==> src/rtl/serial_subtractor_pkg.sv <==
// Shared definitions for the bit-serial arithmetic units: FSM state codes and
// single-bit full-subtractor equations.
package serial_subtractor_pkg;

    typedef enum logic [1:0] {
        ST_IDLE = 2'b00,
        ST_RUN  = 2'b01,
        ST_DONE = 2'b10
    } serial_state_t;

    function automatic logic fs_diff(input logic a, input logic b, input logic c);
        return a ^ b ^ c;
    endfunction

    // Borrow when a < b, or when a == b and a borrow is already pending
    function automatic logic fs_borrow(input logic a, input logic b, input logic c);
        return (~a & b) | (~(a ^ b) & c);
    endfunction

endpackage

==> src/rtl/serial_subtractor_full_subtractor.sv <==
// Combinational 1-bit full subtractor: {o_bout, o_diff} = i_x - i_y - i_bin.
module full_subtractor
    import serial_subtractor_pkg::*;
(
    input  logic i_x,
    input  logic i_y,
    input  logic i_bin,
    output logic o_diff,
    output logic o_bout
);

    assign o_diff = fs_diff(i_x, i_y, i_bin);
    assign o_bout = fs_borrow(i_x, i_y, i_bin);

endmodule

==> src/rtl/serial_subtractor.sv <==
// Bit-serial unsigned subtractor, LSB first, one bit per clock, with a
// start/busy/done handshake and registered results.
module serial_subtractor
    import serial_subtractor_pkg::*;
#(
    parameter int WIDTH = 8
) (
    input  logic             clk,
    input  logic             rst_n,
    input  logic             start,
    input  logic [WIDTH-1:0] x,
    input  logic [WIDTH-1:0] y,
    input  logic             bin,
    output logic             busy,
    output logic             done,
    output logic [WIDTH-1:0] diff,
    output logic             bout
);

    localparam int CW = (WIDTH > 1) ? $clog2(WIDTH) : 1;
    localparam logic [CW-1:0] CNT_LAST = CW'(WIDTH - 1);

    serial_state_t    r_state;
    logic [WIDTH-1:0] r_xs;
    logic [WIDTH-1:0] r_ys;
    logic [WIDTH-2:0] r_ds;
    logic             r_br;
    logic [CW-1:0]    r_cnt;
    logic             r_busy;
    logic             r_done;
    logic [WIDTH-1:0] r_diff;
    logic             r_bout;

    logic             w_d;
    logic             w_b;
    logic [WIDTH-2:0] w_ds_next;

    full_subtractor u_full_subtractor (
        .i_x    (r_xs[0]),
        .i_y    (r_ys[0]),
        .i_bin  (r_br),
        .o_diff (w_d),
        .o_bout (w_b)
    );

    // The difference shifter holds the WIDTH-1 low bits; the final bit joins at completion
    assign w_ds_next = (WIDTH-1)'({w_d, r_ds} >> 1);

    // FSM, operand/difference shifters, borrow flop, counter and output registers
    always_ff @(posedge clk or negedge rst_n) begin
        if (!rst_n) begin
            r_state <= ST_IDLE;
            r_xs    <= '0;
            r_ys    <= '0;
            r_ds    <= '0;
            r_br    <= 1'b0;
            r_cnt   <= '0;
            r_busy  <= 1'b0;
            r_done  <= 1'b0;
            r_diff  <= '0;
            r_bout  <= 1'b0;
        end else begin
            case (r_state)
                ST_IDLE: begin
                    r_done <= 1'b0;
                    if (start) begin
                        r_xs    <= x;
                        r_ys    <= y;
                        r_br    <= bin;
                        r_cnt   <= '0;
                        r_busy  <= 1'b1;
                        r_state <= ST_RUN;
                    end else begin
                        r_busy  <= 1'b0;
                    end
                end
                ST_RUN: begin
                    r_xs  <= r_xs >> 1;
                    r_ys  <= r_ys >> 1;
                    r_br  <= w_b;
                    r_ds  <= w_ds_next;
                    r_cnt <= r_cnt + CW'(1);
                    if (r_cnt == CNT_LAST) begin
                        r_diff  <= {w_d, r_ds};
                        r_bout  <= w_b;
                        r_done  <= 1'b1;
                        r_state <= ST_DONE;
                    end else begin
                        r_done  <= 1'b0;
                    end
                end
                ST_DONE: begin
                    r_done  <= 1'b0;
                    r_busy  <= 1'b0;
                    r_state <= ST_IDLE;
                end
                default: begin
                    r_done  <= 1'b0;
                    r_busy  <= 1'b0;
                    r_state <= ST_IDLE;
                end
            endcase
        end
    end

    assign busy = r_busy;
    assign done = r_done;
    assign diff = r_diff;
    assign bout = r_bout;

endmodule
==> config.mk <==
export PLATFORM = sky130hd
export DESIGN_NAME = serial_subtractor
export DESIGN_NICKNAME = d
export VERILOG_FILES = /design/src/rtl/serial_subtractor_pkg.sv /design/src/rtl/serial_subtractor_full_subtractor.sv /design/src/rtl/serial_subtractor.sv
export SDC_FILE = /design/constraint.sdc
export NUM_CORES = 1
export LEC_CHECK = 0
export CAP_MARGIN = 20
export CORE_MARGIN = 5
export CORE_UTILIZATION = 45
export CTS_CLUSTER_DIAMETER = 150
export DETAILED_ROUTE_END_ITERATION = 8
export MAX_ROUTING_LAYER = met4
export PLACE_DENSITY = 0.67
export SYNTH_ARGS = -nofsm -noshare
export SYNTH_HDL_FRONTEND = slang
export SYNTH_SLANG_ARGS = --single-unit
export TNS_END_PERCENT = 100
==> constraint.sdc <==
create_clock -name clk -period 1.8 [get_ports clk]
set_clock_uncertainty 0.1 [all_clocks]
set_input_delay 0.36 -clock clk [delete_from_list [all_inputs] [get_ports clk]]
set_output_delay 0.36 -clock clk [all_outputs]
set_load 0.1 [all_outputs]
## Yosys cells after proc, flatten, opt, wreduce, memory -nomap -nowiden

Index checks and enable logic that the tools add are counted.

- Divide/modulo/power cells: 0
- Bitwise operators: 7
- Magnitude comparators: 0
- Mux-type cells: 15
- Add/sub/neg operators: 1
- Equal/unequal tests: 4
- Multipliers: 0
- Reduce and logical (&&, ||, !) cells: 5
- Shift-type cells: 0

Operators by type and width:

| kind | count |
|---|---|
| $pmux W8 S2 | 2 |
| $mux W8 | 2 |
| $pmux W3 S2 | 1 |
| $reduce_and A2 Y1 | 3 |
| $mux W1 | 4 |
| $mux W2 | 2 |
| $ne A2 B2 Y1 const B | 2 |
| $pmux W1 S2 | 2 |
| $pmux W2 S2 | 1 |
| $add A3 B1 Y3 const B | 1 |
| $eq A3 B3 Y1 const B | 1 |
| $mux W3 | 1 |
| $and A1 B1 Y1 | 2 |
| $eq A2 B1 Y1 const B | 1 |
| $logic_not A2 Y1 | 1 |
| $not A1 Y1 | 2 |
| $reduce_bool A2 Y1 | 1 |
| $xor A1 B1 Y1 | 2 |
| $or A1 B1 Y1 | 1 |

- Latch bits: 0
- ROM bits: 0
- Memories kept: 0
- Memory bits (writable): 0
- Register bits: 40
- Bits of input ports: 20

## Depth between registers and ports, before layout

- Depth after elaboration: 5
- Mapped depth: 5

## By module

A second synthesis with hierarchy kept.

- Cells, all modules: 150
- Area total of the unflattened synthesis: 1865.5 µm²

Modules (own cells, without submodules):

| module | seq. area each (µm²) | cells an instance | times used | area each (µm²) |
|---|---|---|---|---|
| serial_subtractor | 1001.0 | 146 | 1 | 1834.3 |
| full_subtractor | 0.0 | 4 | 1 | 31.3 |

## Least setup slack after synthesis

OpenSTA, ideal clock, no wires.

- Path kind: flip-flop to flip-flop
- Start: register r_cnt[0]
- End: register r_diff[1], in the netlist diff[1]
- Setup time: 0.128 ns
- Cell stages (with the launch flop): 6
- Period minus slack after synthesis: 1.559 ns
- Slack: 0.241 ns
- Buffers on the path: 1
- Data arrival time: 1.331 ns
- Cells stage by stage: dfrtp_1 -> ha_1 -> ha_1 -> nand3b_4 -> buf_4 -> mux2_1

- Longest elaborated chain between the ends: 2

RTL lines:

| element | line | RTL |
|---|---|---|
| from (decl) | serial_subtractor.sv:28 | `logic [CW-1:0] r_cnt;` |
| from (signal assigned) | serial_subtractor.sv:82 | `r_cnt <= r_cnt + CW'(1);` |
| $eq A3 B3 Y1 | serial_subtractor.sv:83 | `if (r_cnt == CNT_LAST) begin` |
| $reduce_and A2 Y1 (no line) | n/a |  |
| to (signal assigned) | serial_subtractor.sv:84 | `r_diff <= {w_d, r_ds};` |
| to (decl) | serial_subtractor.sv:31 | `logic [WIDTH-1:0] r_diff;` |

No other way between the ends.
A chain may end at the register's enable or synchronous reset.

## Worst setup path in the final report

- Start: register r_state[0]
- End: register r_br

- Longest elaborated chain between the ends: 3
- Elaborated cells on any way between the ends: 6
- Classes of those cells: 2 x eq/ne; 1 x mux; 3 x reduce/logical

RTL lines:

| element | line | RTL |
|---|---|---|
| from (decl) | serial_subtractor.sv:23 | `serial_state_t r_state;` |
| from (signal assigned) | serial_subtractor.sv:52 | `r_state <= ST_IDLE;` |
| from (signal assigned) | serial_subtractor.sv:72 | `r_state <= ST_RUN;` |
| from (signal assigned) | serial_subtractor.sv:87 | `r_state <= ST_DONE;` |
| $eq A2 B1 Y1 / $logic_not A2 Y1 (equally long branches) | serial_subtractor.sv:63 | `case (r_state)` |
| $reduce_bool A2 Y1 (no line) / $ne A2 B2 Y1 (equally long branches) | n/a |  |
| $reduce_and A2 Y1 (no line) | n/a |  |
| to (signal assigned) | serial_subtractor.sv:69 | `r_br <= bin;` |
| to (signal assigned) | serial_subtractor.sv:80 | `r_br <= w_b;` |
| to (decl) | serial_subtractor.sv:27 | `logic r_br;` |

Several ways; a longest one is shown, not always the timed one.

==> PnR_summary.wiki <==
{| class="wikitable"
! Metric !! Value
|-
| Status || completed
|-
| Sum of overflow across all layers after global routing || 0
|-
| Top cell type by total area after synthesis || sky130_fd_sc_hd__dfrtp_1
|-
| Synthesis-to-finish area growth || 28.32%
|-
| Die Outline Area || 5848 µm²
|-
| P_sw || 0.002144 W
|-
| Core Region || 4324 µm²
|-
| CTS tree || done
|-
| Total of warnings raised by yosys || 0
|-
| Crit-path max FO || 17
|-
| Slowest cell on the critical path || sky130_fd_sc_hd__dfrtp_1
|-
| Std-Cell Rows || 24
|-
| Num CTS Buffers || 5
|-
| Path type of the worst setup path || flip-flop to flip-flop
|-
| Total global routing track utilization || around 15%
|-
| I/O Buffers || 30
|-
| Number of synthesized flops with an enable pin || 0
|-
| Number of antenna violations at the first check in global routing || 0
|-
| Average instance area after synthesis || 13.90 µm²
|-
| Vias in the first global route || 1418
|-
| Starting density of the core || around 46%
|-
| Most common cell after layout, fill and taps aside || sky130_fd_sc_hd__dfrtp_1
|-
| Cells after synthesis || 143
|-
| Post-layout min period || between 1500 and 2000 ps
|-
| RSZ-0062 raised after global routing || no
|-
| Net count after synthesis || 166
|-
| Maximum frequency from static timing analysis || 0.6172 GHz
|-
| Global-route wire length before repair || 6706 µm
|-
| Count of unresolved DRC violations after routing || 0
|-
| Number of buffers between clock root and the deepest sink || 2
|-
| Slew Viols, Final || 0
|-
| HPWL after detailed placement || 2682 µm
|-
| Routed length per placed instance || around 16 µm
|-
| Number of setup buffers added after CTS || 0
|-
| Post-placement setup slack || -51.65 ps
|-
| Clk root buf || sky130_fd_sc_hd__clkbuf_8
|-
| Average vias per placed instance || ~5.4
|-
| I/O pin count || 31
|-
| Clock latency reported for the late side of the worst-skew pair || 290 ps
|-
| Ranking of synthesized cells by area || sky130_fd_sc_hd__dfrtp_1 (50%), sky130_fd_sc_hd__mux2_1 (7.4%), sky130_fd_sc_hd__nor4b_2 (6.8%)
|-
| Sequential cell area fraction in the yosys report || 50.35%
|-
| Final clock period utilization by the worst path || 90.01%
|-
| Final count of hold timing violations || 0
|-
| Power Density || 1964 nW/µm²
|-
| Yosys top cell area share || 50.35%
|-
| Capturing element type of the critical path || flip-flop
|-
| Share of post-route cells with drive strength above 1 || 32.02%
|-
| Total negative slack || 0 ps
|-
| CP max stage delay || 510 ps
|-
| # resized after CTS || 0
|-
| CTS Sinks || 40
|-
| Synthesized cell area || 1988 µm²
|-
| Share of power burned in registers || approximately a third
|-
| Weighted congestion reported at the end of routability-driven placement || 0.7190
|-
| Arrival time reported for the critical path endpoint || ~1700 ps
|-
| Antenna Nets Post-Route || 0
|-
| Number of nets at the end of the flow || 200
|-
| Clock Power Share || 14.2%
|-
| Clk pin slew, worst setup/hold paths || about 70 ps
|-
| Total internal power || 0.002866 W
|-
| Most used flip-flop cell after synthesis || sky130_fd_sc_hd__dfrtp_1
|-
| Crit path setup slack, layout || between 150 and 200 ps
|-
| Pin count of the biggest net entering global routing || 22
|-
| Maximum level of the CTS H-tree || 2
|-
| Drt first-iter violations || 64
|-
| Number of endpoints failing setup at the final stage || 0
|-
| Relative slew slack || 64.45%
|-
| Die boundary height || ~76 µm
|-
| Antenna Diode Count || 0
|-
| Sort of element at the start of the critical path || flip-flop
|-
| Static leakage || 1.122 nW
|-
| IR Drop Worst-Case VDD || roughly 0.8 mV
|-
| Detailed-router iteration count before antenna repair || 4
|-
| Die X || 76.47 µm
|-
| Number of violations of the max-capacitance limit || 0
|-
| Worst Max-Slew Pin Slew || roughly 530 ps
|-
| FFs w/ async S/R, synth || 100.0%
|-
| Number of distinct library cells after synthesis || 29
|-
| CP required || 1840 ps
|-
| Comb pwr share || 52.7%
|-
| Hold-fix buffers, CTS || 1
|-
| Delay-heaviest family, CP || compound AO/OA/AOI/OAI gates
|-
| Worst Hold Class || flip-flop to flip-flop
|-
| Switching portion of total power || between 40% and 50%
|-
| Sequence of cells on the critical path || buf_4 -> o21bai_4 -> a221oi_1
|-
| Total wire length || 3728 µm
|-
| Most used cells in the layout excluding fill and tap cells || sky130_fd_sc_hd__dfrtp_1 (40), sky130_fd_sc_hd__clkdlybuf4s50_1 (18), sky130_fd_sc_hd__inv_1 (14)
|-
| Via count of the routed design || 1239
|-
| Register bit count reported by yosys || 40
|-
| Crit path buf inv count || 1
|}
-- flip-flops by register name, summed over array words and instances, names as in the netlist --
| signal | flops |
|---|---|
| bout | 1 |
| busy | 1 |
| diff | 8 |
| done | 1 |
| r_br | 1 |
| r_cnt | 3 |
| r_ds | 7 |
| r_state | 2 |
| r_xs | 8 |
| r_ys | 8 |
-- cells by family (layout without fill, tap and decap cells) --
group	count (synthesis)	count (layout)	synth area share [%]
flip-flops	40	40	50.35
AND/OR/NAND/NOR	34	34	17.68
buffers and inverters	26	61	7.552
AO/OA/AOI/OAI	23	23	12.65
multiplexers	17	17	9.503
adder cells (fa/ha/maj)	3	3	2.265
-- through the flow --
stage / hold WS (ps) / util (%) / instances / area [µm²] / total power, W
3_5_place_dp: 280.0 / 56.28 / 221 / 2434 / 0.004351
4_1_cts: 387.5 / 59.00 / 230 / 2551 / 0.005076
5_1_grt: 417.4 / 59.00 / 230 / 2551 / 0.005334
2_1_floorplan: -35.59 / - / 143 / 1988 / 0.003522
6_report: 385.0 / 59.00 / 230 / 2551 / 0.005010
3_3_place_gp: 264.8 / 56.28 / 221 / 2434 / 0.004261
-- power groups by stage --
stage	combinational, W	clock [W]	sequential (W)
6_report	0.00264	0.000712	0.00166
3_3_place_gp	0.00260	0	0.00166
2_1_floorplan	0.00117	0	0.00236
5_1_grt	0.00283	0.000785	0.00171
4_1_cts	0.00268	0.000736	0.00166
3_5_place_dp	0.00268	0	0.00167
-- synth_stat cells, drive strengths merged (2+ instances only) --
cell type  number
ha              2
nand2b          3
a21oi           2
or4b            4
mux2i           2
a211oi         10
o221a           4
nor4bb          2
mux2           15
inv            14
buf            12
nor4b          11
nor3b          11
dfrtp          40
a22o            2
-- final cells by class --
type | instances | area [µm²]
Clock buffer | 6 | 72.57
Clock inverter | 2 | 35.03
Fill cell | 360 | 1773
Inverter | 14 | 52.55
Multi-Input combinational cell | 77 | 837.1
Sequential cell | 40 | 1001
Tap cell | 52 | 65.06
Timing Repair Buffer | 39 | 488.0
-- routing by layer --
layer / GRT usage (%) / wire, µm / vias up
li1: - / - / 583
met1: 17.67 / 1671 / 620
met2: 22.69 / 1809 / 26
met3: 4.137 / 164 / 10
met4: 6.818 / 82 / 0
met5: - / 0 / -
-- path summary, 6_finish.rpt --
| path | slack (ps) | from | endpoint | cells past startpoint |
|---|---|---|---|---|
| max | 180 | r_state[0] | r_br | 3 |
| min | 380 | r_cnt[0] | r_cnt[0] | 1 |
| max reg2reg | 180 | r_state[0] | r_br | 3 |
| min reg2reg | 380 | r_cnt[0] | r_cnt[0] | 1 |
| max in group asynchronous | 640 | rst_n | diff[3] | 3 |
| min in group asynchronous | 480 | rst_n | diff[2] | 2 |
Note: power is estimated with default switching activity, not from simulation.
